[src/rtl/mem_arbiter_if.sv]
// Bus bundle between the two requesters, the arbiter and the memory-side decoder.
// The master modport is the requester/memory view; the slave modport is the arbiter.
interface mem_arbiter_if #(
  parameter int unsigned DATA_WIDTH = 32,
  parameter int unsigned ADDR_WIDTH = 32
) ();
  logic                  m0_req;
  logic                  m0_we;
  logic                  m0_lock;
  logic [ADDR_WIDTH-1:0] m0_addr;
  logic [DATA_WIDTH-1:0] m0_wdata;
  logic                  m0_gnt;
  logic                  m0_rvalid;
  logic [DATA_WIDTH-1:0] m0_rdata;

  logic                  m1_req;
  logic                  m1_we;
  logic                  m1_lock;
  logic [ADDR_WIDTH-1:0] m1_addr;
  logic [DATA_WIDTH-1:0] m1_wdata;
  logic                  m1_gnt;
  logic                  m1_rvalid;
  logic [DATA_WIDTH-1:0] m1_rdata;

  logic [ADDR_WIDTH-1:0] mem_addr;
  logic [DATA_WIDTH-1:0] mem_wdata;
  logic                  mem_we;
  logic [DATA_WIDTH-1:0] mem_rdata;

  modport master (
    output m0_req, m0_we, m0_lock, m0_addr, m0_wdata,
    input  m0_gnt, m0_rvalid, m0_rdata,
    output m1_req, m1_we, m1_lock, m1_addr, m1_wdata,
    input  m1_gnt, m1_rvalid, m1_rdata,
    input  mem_addr, mem_wdata, mem_we,
    output mem_rdata
  );

  modport slave (
    input  m0_req, m0_we, m0_lock, m0_addr, m0_wdata,
    output m0_gnt, m0_rvalid, m0_rdata,
    input  m1_req, m1_we, m1_lock, m1_addr, m1_wdata,
    output m1_gnt, m1_rvalid, m1_rdata,
    output mem_addr, mem_wdata, mem_we,
    input  mem_rdata
  );
endinterface

[src/rtl/mem_arbiter.sv]
// Two-master round-robin memory arbiter with bounded locked bursts and registered read return.
// Optional grant/conflict counters are enabled by defining ARB_STATS_EN.
module mem_arbiter #(
  parameter int unsigned DATA_WIDTH = 32,
  parameter int unsigned ADDR_WIDTH = 32,
  parameter int unsigned MAX_BURST  = 4
) (
  input  logic        clk,
  input  logic        reset,
`ifdef ARB_STATS_EN
  output logic [15:0] m0_grant_cnt,
  output logic [15:0] m1_grant_cnt,
  output logic [15:0] conflict_cnt,
`endif
  mem_arbiter_if.slave bus
);

  localparam int unsigned CntW = $clog2(MAX_BURST) + 1;
  localparam logic [CntW-1:0] MaxCnt = CntW'(MAX_BURST);

  typedef enum logic [1:0] {OwnNone, OwnM0, OwnM1} owner_e;

  owner_e                owner_q;
  logic                  last_q;  // 1: M1 was granted last
  logic [CntW-1:0]       burst_cnt_q;
  logic                  m0_rvalid_q, m1_rvalid_q;
  logic [DATA_WIDTH-1:0] m0_rdata_q, m1_rdata_q;

  logic                  gnt0, gnt1;
  logic                  xfer, xfer_lock, other_req, same_owner;
  logic [CntW-1:0]       cnt_inc;
  logic [ADDR_WIDTH-1:0] mem_addr_d;
  logic [DATA_WIDTH-1:0] mem_wdata_d;
  logic                  mem_we_d;

  // Owner keeps priority only while it still requests; otherwise plain round-robin.
  always_comb begin
    gnt0 = 1'b0;
    gnt1 = 1'b0;
    if (owner_q == OwnM0 && bus.m0_req) begin
      gnt0 = 1'b1;
    end else if (owner_q == OwnM1 && bus.m1_req) begin
      gnt1 = 1'b1;
    end else if (bus.m0_req && bus.m1_req) begin
      if (last_q) gnt0 = 1'b1;
      else        gnt1 = 1'b1;
    end else if (bus.m0_req) begin
      gnt0 = 1'b1;
    end else if (bus.m1_req) begin
      gnt1 = 1'b1;
    end
    if (!reset) begin
      gnt0 = 1'b0;
      gnt1 = 1'b0;
    end
  end

  always_comb begin
    xfer       = gnt0 | gnt1;
    xfer_lock  = gnt0 ? bus.m0_lock : bus.m1_lock;
    other_req  = gnt0 ? bus.m1_req : bus.m0_req;
    same_owner = (gnt0 && owner_q == OwnM0) || (gnt1 && owner_q == OwnM1);
    // A fresh owner starts counting at one; a continuing owner saturates at the limit.
    if (!same_owner)                cnt_inc = CntW'(1);
    else if (burst_cnt_q == MaxCnt) cnt_inc = MaxCnt;
    else                            cnt_inc = burst_cnt_q + 1'b1;
  end

  always_ff @(posedge clk or negedge reset) begin
    if (!reset) begin
      owner_q     <= OwnNone;
      last_q      <= 1'b1;
      burst_cnt_q <= '0;
      m0_rvalid_q <= 1'b0;
      m1_rvalid_q <= 1'b0;
      m0_rdata_q  <= '0;
      m1_rdata_q  <= '0;
    end else begin
      if (xfer) begin
        last_q <= gnt1;
        if (!xfer_lock || (cnt_inc == MaxCnt && other_req)) begin
          owner_q     <= OwnNone;
          burst_cnt_q <= '0;
        end else begin
          owner_q     <= gnt0 ? OwnM0 : OwnM1;
          burst_cnt_q <= cnt_inc;
        end
      end
      m0_rvalid_q <= gnt0 & ~bus.m0_we;
      m1_rvalid_q <= gnt1 & ~bus.m1_we;
      if (gnt0 && !bus.m0_we) m0_rdata_q <= bus.mem_rdata;
      if (gnt1 && !bus.m1_we) m1_rdata_q <= bus.mem_rdata;
    end
  end

  always_comb begin
    mem_addr_d  = '0;
    mem_wdata_d = '0;
    mem_we_d    = 1'b0;
    if (gnt0) begin
      mem_addr_d  = bus.m0_addr;
      mem_wdata_d = bus.m0_wdata;
      mem_we_d    = bus.m0_we;
    end else if (gnt1) begin
      mem_addr_d  = bus.m1_addr;
      mem_wdata_d = bus.m1_wdata;
      mem_we_d    = bus.m1_we;
    end
  end

  assign bus.mem_addr  = mem_addr_d;
  assign bus.mem_wdata = mem_wdata_d;
  assign bus.mem_we    = mem_we_d;
  assign bus.m0_gnt    = gnt0;
  assign bus.m1_gnt    = gnt1;
  assign bus.m0_rvalid = m0_rvalid_q;
  assign bus.m1_rvalid = m1_rvalid_q;
  assign bus.m0_rdata  = m0_rdata_q;
  assign bus.m1_rdata  = m1_rdata_q;

`ifdef ARB_STATS_EN
  always_ff @(posedge clk or negedge reset) begin
    if (!reset) begin
      m0_grant_cnt <= '0;
      m1_grant_cnt <= '0;
      conflict_cnt <= '0;
    end else begin
      if (gnt0 && m0_grant_cnt != 16'hFFFF) m0_grant_cnt <= m0_grant_cnt + 16'd1;
      if (gnt1 && m1_grant_cnt != 16'hFFFF) m1_grant_cnt <= m1_grant_cnt + 16'd1;
      if (bus.m0_req && bus.m1_req && conflict_cnt != 16'hFFFF) begin
        conflict_cnt <= conflict_cnt + 16'd1;
      end
    end
  end
`endif

endmodule

[src/flat_wrapper.sv]
// flat-port wrapper written by rule: the top's interface ports become plain ports
module mem_arbiter_flat 
#(
  parameter int unsigned DATA_WIDTH = 32,
  parameter int unsigned ADDR_WIDTH = 32,
  parameter int unsigned MAX_BURST  = 4
)
  (clk, reset, bus_m0_req, bus_m0_we, bus_m0_lock, bus_m0_addr, bus_m0_wdata, bus_m0_gnt, bus_m0_rvalid, bus_m0_rdata, bus_m1_req, bus_m1_we, bus_m1_lock, bus_m1_addr, bus_m1_wdata, bus_m1_gnt, bus_m1_rvalid, bus_m1_rdata, bus_mem_addr, bus_mem_wdata, bus_mem_we, bus_mem_rdata);
  mem_arbiter_if #(.DATA_WIDTH(DATA_WIDTH), .ADDR_WIDTH(ADDR_WIDTH)) bus_i ();
  input  logic clk;
  input  logic reset;
  input wire logic [$bits(bus_i.m0_req)-1:0] bus_m0_req;
  input wire logic [$bits(bus_i.m0_we)-1:0] bus_m0_we;
  input wire logic [$bits(bus_i.m0_lock)-1:0] bus_m0_lock;
  input wire logic [$bits(bus_i.m0_addr)-1:0] bus_m0_addr;
  input wire logic [$bits(bus_i.m0_wdata)-1:0] bus_m0_wdata;
  output wire logic [$bits(bus_i.m0_gnt)-1:0] bus_m0_gnt;
  output wire logic [$bits(bus_i.m0_rvalid)-1:0] bus_m0_rvalid;
  output wire logic [$bits(bus_i.m0_rdata)-1:0] bus_m0_rdata;
  input wire logic [$bits(bus_i.m1_req)-1:0] bus_m1_req;
  input wire logic [$bits(bus_i.m1_we)-1:0] bus_m1_we;
  input wire logic [$bits(bus_i.m1_lock)-1:0] bus_m1_lock;
  input wire logic [$bits(bus_i.m1_addr)-1:0] bus_m1_addr;
  input wire logic [$bits(bus_i.m1_wdata)-1:0] bus_m1_wdata;
  output wire logic [$bits(bus_i.m1_gnt)-1:0] bus_m1_gnt;
  output wire logic [$bits(bus_i.m1_rvalid)-1:0] bus_m1_rvalid;
  output wire logic [$bits(bus_i.m1_rdata)-1:0] bus_m1_rdata;
  output wire logic [$bits(bus_i.mem_addr)-1:0] bus_mem_addr;
  output wire logic [$bits(bus_i.mem_wdata)-1:0] bus_mem_wdata;
  output wire logic [$bits(bus_i.mem_we)-1:0] bus_mem_we;
  input wire logic [$bits(bus_i.mem_rdata)-1:0] bus_mem_rdata;
  assign bus_i.m0_req = bus_m0_req;
  assign bus_i.m0_we = bus_m0_we;
  assign bus_i.m0_lock = bus_m0_lock;
  assign bus_i.m0_addr = bus_m0_addr;
  assign bus_i.m0_wdata = bus_m0_wdata;
  assign bus_m0_gnt = bus_i.m0_gnt;
  assign bus_m0_rvalid = bus_i.m0_rvalid;
  assign bus_m0_rdata = bus_i.m0_rdata;
  assign bus_i.m1_req = bus_m1_req;
  assign bus_i.m1_we = bus_m1_we;
  assign bus_i.m1_lock = bus_m1_lock;
  assign bus_i.m1_addr = bus_m1_addr;
  assign bus_i.m1_wdata = bus_m1_wdata;
  assign bus_m1_gnt = bus_i.m1_gnt;
  assign bus_m1_rvalid = bus_i.m1_rvalid;
  assign bus_m1_rdata = bus_i.m1_rdata;
  assign bus_mem_addr = bus_i.mem_addr;
  assign bus_mem_wdata = bus_i.mem_wdata;
  assign bus_mem_we = bus_i.mem_we;
  assign bus_i.mem_rdata = bus_mem_rdata;
  mem_arbiter #(.DATA_WIDTH(DATA_WIDTH), .ADDR_WIDTH(ADDR_WIDTH), .MAX_BURST(MAX_BURST)) u_core (.clk(clk), .reset(reset), .bus(bus_i));
endmodule
[config.mk]
export PLATFORM = sky130hd
export DESIGN_NAME = mem_arbiter_flat
export DESIGN_NICKNAME = d
export VERILOG_FILES = /design/src/rtl/mem_arbiter_if.sv /design/src/rtl/mem_arbiter.sv /design/src/flat_wrapper.sv
export SDC_FILE = /design/constraint.sdc
export NUM_CORES = 1
export LEC_CHECK = 0
export CORE_MARGIN = 8
export CORE_UTILIZATION = 35
export CTS_CLUSTER_SIZE = 8
export DETAILED_ROUTE_END_ITERATION = 10
export PLACE_DENSITY = 0.83
export SETUP_SLACK_MARGIN = 0.02
export SLEW_MARGIN = 0
export SYNTH_ARGS = -nofsm -noshare
export SYNTH_HDL_FRONTEND = slang
export SYNTH_SLANG_ARGS = --single-unit
[constraint.sdc]
create_clock -name clk -period 4.5 [get_ports clk]
set_clock_uncertainty 0.1 [all_clocks]
set_input_delay 0.675 -clock clk [delete_from_list [all_inputs] [get_ports clk]]
set_output_delay 0.675 -clock clk [all_outputs]
set_load 0.02 [all_outputs]
==> impl_metrics.env, run 1 <==
export IMPL_required_ns=3.72
export IMPL_start_kind="input port"
export IMPL_synth_ff_latch_count=72
export IMPL_cts_tree="built"
export IMPL_routedWlPerCell_um=22.6
export IMPL_pwr_share_clk_pct=17.8
export IMPL_gp_congestion=0.873
export IMPL_routed_wl_mm=15.9
export IMPL_path_buf_inv=4
export IMPL_hold_start="u_core.bus.m0_rdata[23]"
export IMPL_fp_dieW_um=118
export IMPL_combPwrFrac_pct=48.6
export IMPL_cts_buffer_depth=2
export IMPL_drv_cap=0
export IMPL_clkSinkCount=72
export IMPL_syn_to_final_growth_pct=90.9
export IMPL_rsz0062_at_grt="false"
export IMPL_cts_root_buf="clkbuf_8"
export IMPL_final_util_pct=68.0
export IMPL_grt_use_total_pct=22.4
export IMPL_p_int_mw=1.80
export IMPL_diodes=0
export IMPL_fin_crit_ns=4.00
export IMPL_irDropWorstVdd_mv=0.219
export IMPL_rr_worst_depth=6
export IMPL_dieArea_um2=13900
export IMPL_clk_pin_slew_ns=0.09
export IMPL_total_power_mw=2.80
export IMPL_io_buffers=300
export IMPL_switchingPower_uw=993
export IMPL_synth_fp_nets=432
export IMPL_status="finished clean"
export IMPL_crit_path_cell_trace="clkdlybuf4s50_1, nand2_1, a311o_4, clkinv_2, buf_4, a22o_1, clkdlybuf4s50_1"
export IMPL_finalSetupViolCount=0
export IMPL_synthMuxAreaShare_pct=23.2
export IMPL_hpwl_mm=13.5
export IMPL_grt_pass1_vias=3871
export IMPL_holdPathEnd="u_core.bus.m0_rdata[23]"
export IMPL_post_synth_and_or_nand_nor_area_fraction_pct=2.92
export IMPL_core_um2=10200
export IMPL_ff2ff_setup_slack_ns=1.68
export IMPL_insertion_delay_ns=0.34
export IMPL_ant_nets=0
export IMPL_end_kind="output pin"
export IMPL_syn_area_um2=3650
export IMPL_ys_seq_area_share_pct=49.5
export IMPL_vias=3523
export IMPL_start_util_pct=35.6
export IMPL_drc_errors=0
export IMPL_synth_adder_area_share_pct=0.686
export IMPL_cpMaxStageDelayCell="clkdlybuf4s50_1"
export IMPL_worst_setup_path_type="in2out"
export IMPL_timing_rr_end="u_core.bus.m1_rdata[3]"
export IMPL_pwr_share_seq_pct=33.5
export IMPL_crit_cells=7
export IMPL_synth_xor_area_share_pct=0.240
export IMPL_fin_area_um2=6960
export IMPL_p_per_area_nw_per_um2=402
export IMPL_postCtsSetupBuffers=0
export IMPL_r2r_start="u_core.owner_q[1]"
export IMPL_slew_headroom_pct=40.9
export IMPL_first_pass_iters=4
export IMPL_leakagePower_nw=2.97
export IMPL_vias_per_cell=5.00
export IMPL_die_height_um=118
export IMPL_dpl_cell_count=689
export IMPL_grt_max_degree=73
export IMPL_postPlaceCellArea_um2=6770
export IMPL_cpLargestDelayFamily="buffers and inverters"
export IMPL_cpMostUsedCell="clkdlybuf4s50_1"
export IMPL_yosys_warnings=0
export IMPL_grt_pass1_wl_mm=24.0
export IMPL_overflow=0
export IMPL_ios=301
export IMPL_htreeDepth=3
export IMPL_numCtsBuffers=9
export IMPL_tns_ns=0
export IMPL_slew_violations=0
export IMPL_first_iter_violations=193
export IMPL_tightest_slew_ns=0.887
export IMPL_cts_resized=0
export IMPL_holdCritPathClass="reg2reg"
export IMPL_syn_area_per_cell_um2=13.9
export IMPL_synth_top_family_by_area="multiplexers"
export IMPL_rows=37
export IMPL_drive_gt1_share_pct=12.7
export IMPL_max_freq_mhz=250
export IMPL_nets=734
export IMPL_swShare_pct=35.5
export IMPL_worstPathArrival_ns=3.23
export IMPL_syn_inst=262
export IMPL_instances_no_fill=705
export IMPL_finalHoldViolCount=0
export IMPL_synth_compound_area_share_pct=18.9
export IMPL_holdPathStages=1
export IMPL_antenna_found_initial=0
export IMPL_finalCritPeriodShare_pct=88.9
export IMPL_yosysUniqueCellTypes=32
export IMPL_cts_hold_buf=0
export IMPL_cpPeakStageDelay_ns=0.61
export IMPL_cp_max_fo=29
-- worst max-delay path by stage --
stage	start	end	slack, ns
after CTS	bus_m0_req	bus_mem_wdata[18]	0.50
final	bus_m0_req	bus_mem_wdata[9]	0.50
after global placement	bus_m0_req	bus_mem_wdata[8]	0.57
after floorplan	bus_m1_req	bus_mem_addr[13]	1.91
after detailed placement	bus_m0_req	bus_mem_wdata[18]	0.50
after global routing	bus_m0_req	bus_mem_wdata[20]	0.37
-- Yosys cell counts, drive strengths merged --
master   n  share of area (%)
a21oi    2               0.27
and3b    1               0.24
nand2b   3               0.58
nor2     2               0.65
buf     16                3.6
o22ai    2               0.34
a21o     1               0.21
nand4    1               0.17
a311o    1               0.55
clkinv   1               0.14
clkbuf   5               0.51
a31oi    1               0.58
mux2    65                 23
ha       2               0.69
xnor2    1               0.24
o31ai    1               0.21
o21ai    1               0.14
a22o    66                 16
a41oi    2               0.48
inv      4               0.41
a32o     1               0.27
nand3    1               0.14
nand2    9               0.93
nand3b   1               0.21
dfstp    1               0.72
dfrtp   71                 49
-- layout make-up --
type / count / area, µm²
multi-input combinational: 164 / 1680
clock buffer: 9 / 124
inverter: 5 / 20.0
timing repair buffer: 312 / 3100
tap: 136 / 170
clock inverter: 7 / 66.3
fill: 747 / 3270
sequential: 72 / 1800
-- power groups by stage --
stage | logic, mW | clock network, mW | registers, mW
3_5_place_dp | 1.37 | 0 | 0.949
2_1_floorplan | 0.409 | 0 | 1.16
5_1_grt | 1.43 | 0.539 | 0.961
6_report | 1.36 | 0.499 | 0.938
3_3_place_gp | 1.35 | 0 | 0.936
4_1_cts | 1.38 | 0.511 | 0.938
-- logic make-up after synthesis --
kind of cell,count (synthesis)
multiplexers,65
XOR/XNOR,1
AND/OR/NAND/NOR,18
buffers and inverters,26
AO/OA/AOI/OAI,78
flip-flops,72
adder cells (fa/ha/maj),2
-- layout by cell type (no fill, tap or decap), types with 2 or more instances in the layout --
| master | instances |
|---|---|
| nand2b_2 | 2 |
| a41oi_1 | 2 |
| clkbuf_8 | 9 |
| a21oi_1 | 2 |
| buf_4 | 11 |
| inv_1 | 4 |
| clkdlybuf4s50_1 | 299 |
| ha_1 | 2 |
| mux2_4 | 30 |
| mux2_1 | 29 |
| nand2_1 | 9 |
| inv_8 | 2 |
| dfrtp_1 | 71 |
| a22o_1 | 66 |
| mux2_2 | 6 |
| inv_6 | 4 |
| o22ai_1 | 2 |
-- worst register-to-register path: cells and delay by family (launching register included) --
family | cells | cell delay (ns)
AO/OA/AOI/OAI | 1 | 0.60
AND/OR/NAND/NOR | 3 | 0.86
flip-flops | 1 | 0.39
buffers and inverters | 1 | 0.44
multiplexers | 1 | 0.32
-- sequential cells by signal (all words and copies together) (netlist names) --
register / count
u_core.bus.m1_rvalid: 1
u_core.bus.m0_rvalid: 1
u_core.owner_q: 2
u_core.burst_cnt_q: 3
u_core.last_q: 1
u_core.bus.m0_rdata: 32
u_core.bus.m1_rdata: 32
-- through the flow --
stage               hold slack, ns  setup WS [ns]
global route                 0.414          0.372
detailed placement           0.375          0.501
floorplan                    0.279           1.91
global placement             0.369          0.572
CTS                          0.394          0.501
finish                       0.389          0.497
-- metal layers --
metal / GRT usage (%) / wire, µm / vias to the layer above
li1: - / - / 1610
met1: 21.7 / 5420 / 1697
met2: 40.7 / 8490 / 189
met3: 8.73 / 1460 / 27
met4: 10.6 / 551 / 0
met5: 0 / 0 / -
(Power assumes the default switching activity.)
==> run 2: changes to the inputs <==
--- a/config.mk
+++ b/config.mk
@@ -5,11 +5,11 @@
 export SDC_FILE = /design/constraint.sdc
 export NUM_CORES = 1
 export LEC_CHECK = 0
-export CORE_MARGIN = 8
-export CORE_UTILIZATION = 35
+export CORE_AREA = 2 2 118 120
 export CTS_CLUSTER_SIZE = 8
 export DETAILED_ROUTE_END_ITERATION = 10
-export PLACE_DENSITY = 0.83
+export DIE_AREA = 0 0 120 122
+export PLACE_DENSITY = 0.67
 export SETUP_SLACK_MARGIN = 0.02
 export SLEW_MARGIN = 0
 export SYNTH_ARGS = -nofsm -noshare
==> run 2 against run 1 <==
Non-clock buffer count fell by 6. Utilization down 16 points. Register-to-register slack better by 0.43 ns. Cell area up 1.8%. Sequential power is 0.6% lower. Critical path depth stayed put. Cell count up 5.5%. Global-route usage is 1.5 points lower. Clock power increased by 42%. Die area grew 5.0%. Worst setup slack got worse by 0.014 ns. Total power grew 7.3%. Critical path type unchanged. Critical endpoint is now bus_mem_wdata[16].
==> impl_metrics.env, run 2 (synthesized netlist as in run 1, its figures left out) <==
export IMPL_status="finished clean"
export IMPL_p_per_area_nw_per_um2=424
export IMPL_clkSinkCount=72
export IMPL_cts_tree="built"
export IMPL_start_util_pct=27.0
export IMPL_cts_root_buf="clkbuf_16"
export IMPL_tns_ns=0
export IMPL_postCtsSetupBuffers=0
export IMPL_ios=301
export IMPL_finalHoldViolCount=0
export IMPL_cts_hold_buf=0
export IMPL_drv_cap=0
export IMPL_routedWlPerCell_um=21.1
export IMPL_dieArea_um2=14600
export IMPL_end_kind="output pin"
export IMPL_grt_max_degree=62
export IMPL_finalSetupViolCount=0
export IMPL_layout_common_cells="clkdlybuf4s50_1 (299), dfrtp_1 (71), a22o_1 (66)"
export IMPL_antenna_found_initial=1
export IMPL_ff2ff_setup_slack_ns=2.11
export IMPL_vias=3568
export IMPL_vias_per_cell=4.80
export IMPL_total_power_mw=3.00
export IMPL_core_um2=13500
export IMPL_drc_errors=0
export IMPL_syn_to_final_growth_pct=94.3
export IMPL_required_ns=3.72
export IMPL_holdWs_ns=0.160
export IMPL_numCtsBuffers=9
export IMPL_grt_pass1_vias=3676
export IMPL_hpwl_mm=12.8
export IMPL_tightest_slew_ns=0.794
export IMPL_fin_crit_ns=4.02
export IMPL_final_util_pct=52.5
export IMPL_drive_gt1_share_pct=11.4
export IMPL_r2r_start="u_core.owner_q[1]"
export IMPL_rr_worst_depth=7
export IMPL_leakagePower_nw=2.98
export IMPL_grt_use_total_pct=20.9
export IMPL_holdCritPathClass="in2async"
export IMPL_irDropWorstVdd_mv=0.174
export IMPL_first_pass_iters=4
export IMPL_cts_resized=0
export IMPL_io_buffers=300
export IMPL_max_freq_mhz=249
export IMPL_clk_pin_slew_ns=0.06
export IMPL_worst_setup_path_type="in2out"
export IMPL_ant_nets=0
export IMPL_rsz0062_at_grt="false"
export IMPL_die_height_um=122
export IMPL_finalCritPeriodShare_pct=89.3
export IMPL_worstPathArrival_ns=3.24
export IMPL_rows=43
export IMPL_nets=728
export IMPL_slew_headroom_pct=47.1
export IMPL_grt_pass1_wl_mm=22.4
export IMPL_htreeDepth=3
export IMPL_gp_congestion=0.926
export IMPL_start_kind="input port"
export IMPL_final_common_cell="clkdlybuf4s50_1"
export IMPL_fp_dieW_um=120
export IMPL_slew_violations=0
export IMPL_first_iter_violations=215
export IMPL_cp_max_fo=18
export IMPL_crit_start="bus_m0_req"
export IMPL_cts_buffer_depth=2
export IMPL_routed_wl_mm=15.7
export IMPL_overflow=0
export IMPL_insertion_delay_ns=0.32
-- run 2: critical path, stage by stage --
cell and delay [ns]:
clkdlybuf4s50_1 0.56, nand2_1 0.12, a311o_4 0.45, clkinv_2 0.24, buf_4 0.24, a22o_1 0.29, clkdlybuf4s50_1 0.65
-- run 2: final timing paths --
| path | end |
|---|---|
| worst max register to register | u_core.bus.m1_rdata[1] |
| worst min register to register | u_core.bus.m0_rdata[16] |
| max in group asynchronous | u_core.bus.m1_rdata[1] |
| worst min-delay path | u_core.owner_q[1] |
| worst max-delay path | bus_mem_wdata[16] |
| min in group clk | u_core.bus.m0_rdata[16] |
-- run 2: cell type report --
class,instances,area [µm²]
Fill cell,1198,6420
Inverter,5,20.0
Tap cell,180,225
Timing Repair Buffer,306,3060
Sequential cell,72,1800
Clock inverter,4,53.8
Multi-Input combinational cell,164,1680
Clock buffer,12,246
Antenna cell,1,2.50
-- run 2: stage by stage --
step | area [µm²] | worst slack (ns) | cells
after floorplan | 3650 | 1.91 | 262
after global placement | 6780 | 0.490 | 727
after detailed placement | 6780 | 0.475 | 727
after CTS | 7080 | 0.474 | 743
after global routing | 7080 | 0.381 | 743
final | 7080 | 0.483 | 744
-- run 2: routing by layer --
layer | GRT usage (%) | up-vias | wire length (µm)
met5 | 0 | - | 0
met4 | 8.82 | 0 | 419
met3 | 4.63 | 17 | 1280
met2 | 35.7 | 210 | 7750
met1 | 25.3 | 1742 | 6260
li1 | - | 1599 | -
-- run 2: report_power, final --
part	switching, mW	leakage [nW]	internal, mW	total, mW
clock network	0.264	0.139	0.445	0.709
registers	0.0967	0.862	0.836	0.932
logic	0.611	1.98	0.748	1.36
==> run 3: changes to the inputs <==
--- a/config.mk
+++ b/config.mk
@@ -5,6 +5,7 @@
 export SDC_FILE = /design/constraint.sdc
 export NUM_CORES = 1
 export LEC_CHECK = 0
+export CAP_MARGIN = 20
 export CORE_AREA = 2 2 118 120
 export CTS_CLUSTER_SIZE = 8
 export DETAILED_ROUTE_END_ITERATION = 10
==> constraint.sdc (replaced) <==
create_clock -name clk -period 4.53 [get_ports clk]
set_clock_uncertainty 0.1 [all_clocks]
set_input_delay 0.6795 -clock clk [delete_from_list [all_inputs] [get_ports clk]]
set_output_delay 0.6795 -clock clk [all_outputs]
set_load 0.02 [all_outputs]
==> run 3 against run 2 <==
Non-clock buffer count increased by 1. Sequential power down 0.4%. Worst setup slack better by 0.068 ns. Critical endpoint is now bus_mem_wdata[15]. Highest routed layer unchanged. Hold slack improved by 0.22 ns. Register-to-register slack worse by 0.09 ns.
==> impl_metrics.env, run 3 (synthesized netlist as in run 1, its figures left out) <==
export IMPL_postCtsSetupBuffers=0
export IMPL_antenna_found_initial=0
export IMPL_finalHoldViolCount=0
export IMPL_routed_wl_mm=15.9
export IMPL_ant_nets=0
export IMPL_cts_tree="built"
export IMPL_rsz0062_at_grt="false"
export IMPL_worst_setup_path_type="in2out"
export IMPL_start_kind="input port"
export IMPL_start_util_pct=27.0
export IMPL_irDropWorstVdd_mv=0.163
export IMPL_leakagePower_nw=2.98
export IMPL_required_ns=3.75
export IMPL_ios=301
export IMPL_first_iter_violations=205
export IMPL_hpwl_mm=13.1
export IMPL_cts_hold_buf=0
export IMPL_max_freq_mhz=251
export IMPL_holdCritPathClass="reg2reg"
export IMPL_layout_common_cells="clkdlybuf4s50_1 (299), dfrtp_1 (71), a22o_1 (66)"
export IMPL_grt_pass1_wl_mm=22.8
export IMPL_grt_use_total_pct=21.0
export IMPL_final_common_cell="clkdlybuf4s50_1"
export IMPL_worstPathArrival_ns=3.20
export IMPL_tightest_slew_ns=0.906
export IMPL_tns_ns=0
export IMPL_drv_cap=0
export IMPL_diodes=0
export IMPL_htreeDepth=3
export IMPL_insertion_delay_ns=0.32
export IMPL_syn_to_final_growth_pct=94.5
export IMPL_numCtsBuffers=9
export IMPL_first_pass_iters=4
export IMPL_fp_dieW_um=120
export IMPL_finalSetupViolCount=0
export IMPL_fin_crit_ns=3.98
export IMPL_nets=729
export IMPL_rows=43
export IMPL_clkSinkCount=72
export IMPL_routedWlPerCell_um=21.3
export IMPL_grt_max_degree=73
export IMPL_p_per_area_nw_per_um2=421
export IMPL_status="finished clean"
export IMPL_vias_per_cell=4.74
export IMPL_grt_pass1_vias=3706
export IMPL_overflow=0
export IMPL_io_buffers=300
export IMPL_vias=3530
export IMPL_drive_gt1_share_pct=11.9
export IMPL_core_um2=13500
export IMPL_dieArea_um2=14600
export IMPL_finalCritPeriodShare_pct=87.8
export IMPL_fill_cells=1156
export IMPL_clk_pin_slew_ns=0.06
export IMPL_cts_buffer_depth=2
export IMPL_gp_congestion=0.930
export IMPL_cts_root_buf="clkbuf_16"
export IMPL_drc_errors=0
export IMPL_slew_violations=0
export IMPL_cts_resized=0
export IMPL_die_height_um=122
export IMPL_end_kind="output pin"
export IMPL_total_power_mw=2.98
export IMPL_slew_headroom_pct=39.6
export IMPL_cp_max_fo=25
## run 3: cell count changes in the layout (fill, tap and decap cells not counted)
cell	change
buf_4	+1
clkbuf_1	-2
clkbuf_8	-1
clkinvlp_4	+1
diode_2	-1
inv_6	+2
## run 3: cell type report
| class | instances | area, µm² | share of cell area (%) |
|---|---|---|---|
| Clock buffer | 9 | 225 | 3.18 |
| Tap cell | 180 | 225 | 3.18 |
| Multi-Input combinational cell | 164 | 1680 | 23.6 |
| Clock inverter | 7 | 78.8 | 1.11 |
| Inverter | 5 | 20.0 | 0.282 |
| Timing Repair Buffer | 307 | 3060 | 43.2 |
| Sequential cell | 72 | 1800 | 25.4 |
## run 3: per-layer routing
layer  global-route usage, %  part of all wire [%]  vias up  wire length, µm
li1                        -                     -     1599                -
met1                    26.4                    41     1693             6580
met2                    35.4                    48      212             7600
met4                    7.06                   2.9        0              455
met5                       0                     0        -                0
met3                    5.34                   7.7       26             1230
## run 3: final timing paths
| check | to | start | cells after the start | slack [ns] |
|---|---|---|---|---|
| max in group asynchronous | u_core.bus.m1_rdata[9] | reset | 2 | 3.22 |
| min reg2reg | u_core.bus.m0_rdata[17] | u_core.bus.m0_rdata[17] | 1 | 0.38 |
| max | bus_mem_wdata[15] | bus_m0_req | 7 | 0.55 |
| min | u_core.bus.m0_rdata[17] | u_core.bus.m0_rdata[17] | 1 | 0.38 |
| min in group asynchronous | u_core.owner_q[1] | reset | 2 | 0.53 |
| max reg2reg | u_core.bus.m1_rdata[1] | u_core.owner_q[1] | 7 | 2.02 |
## run 3: power by group
part | switching, mW | leakage (nW) | total [mW] | internal, mW
clock network | 0.276 | 0.139 | 0.706 | 0.430
registers | 0.0978 | 0.862 | 0.928 | 0.830
logic | 0.604 | 1.98 | 1.35 | 0.744
total | 0.978 | 2.98 | 2.98 | 2.00
## run 3: per-stage QoR
stage	hold slack (ns)	util, %	worst slack (ns)	cells	cell area (µm²)
4_1_cts	0.388	52.5	0.562	744	7090
2_1_floorplan	0.284	-	1.94	262	3650
5_1_grt	0.395	52.5	0.469	744	7090
6_report	0.382	52.5	0.551	744	7090
3_5_place_dp	0.375	50.3	0.561	728	6790
3_3_place_gp	0.366	50.3	0.611	728	6790
## run 3: critical path, stage by stage
cell	delay [ns]
clkdlybuf4s50_1	0.56
nand2_1	0.12
a311o_4	0.44
clkinv_2	0.28
buf_4	0.24
a22o_1	0.22
clkdlybuf4s50_1	0.64
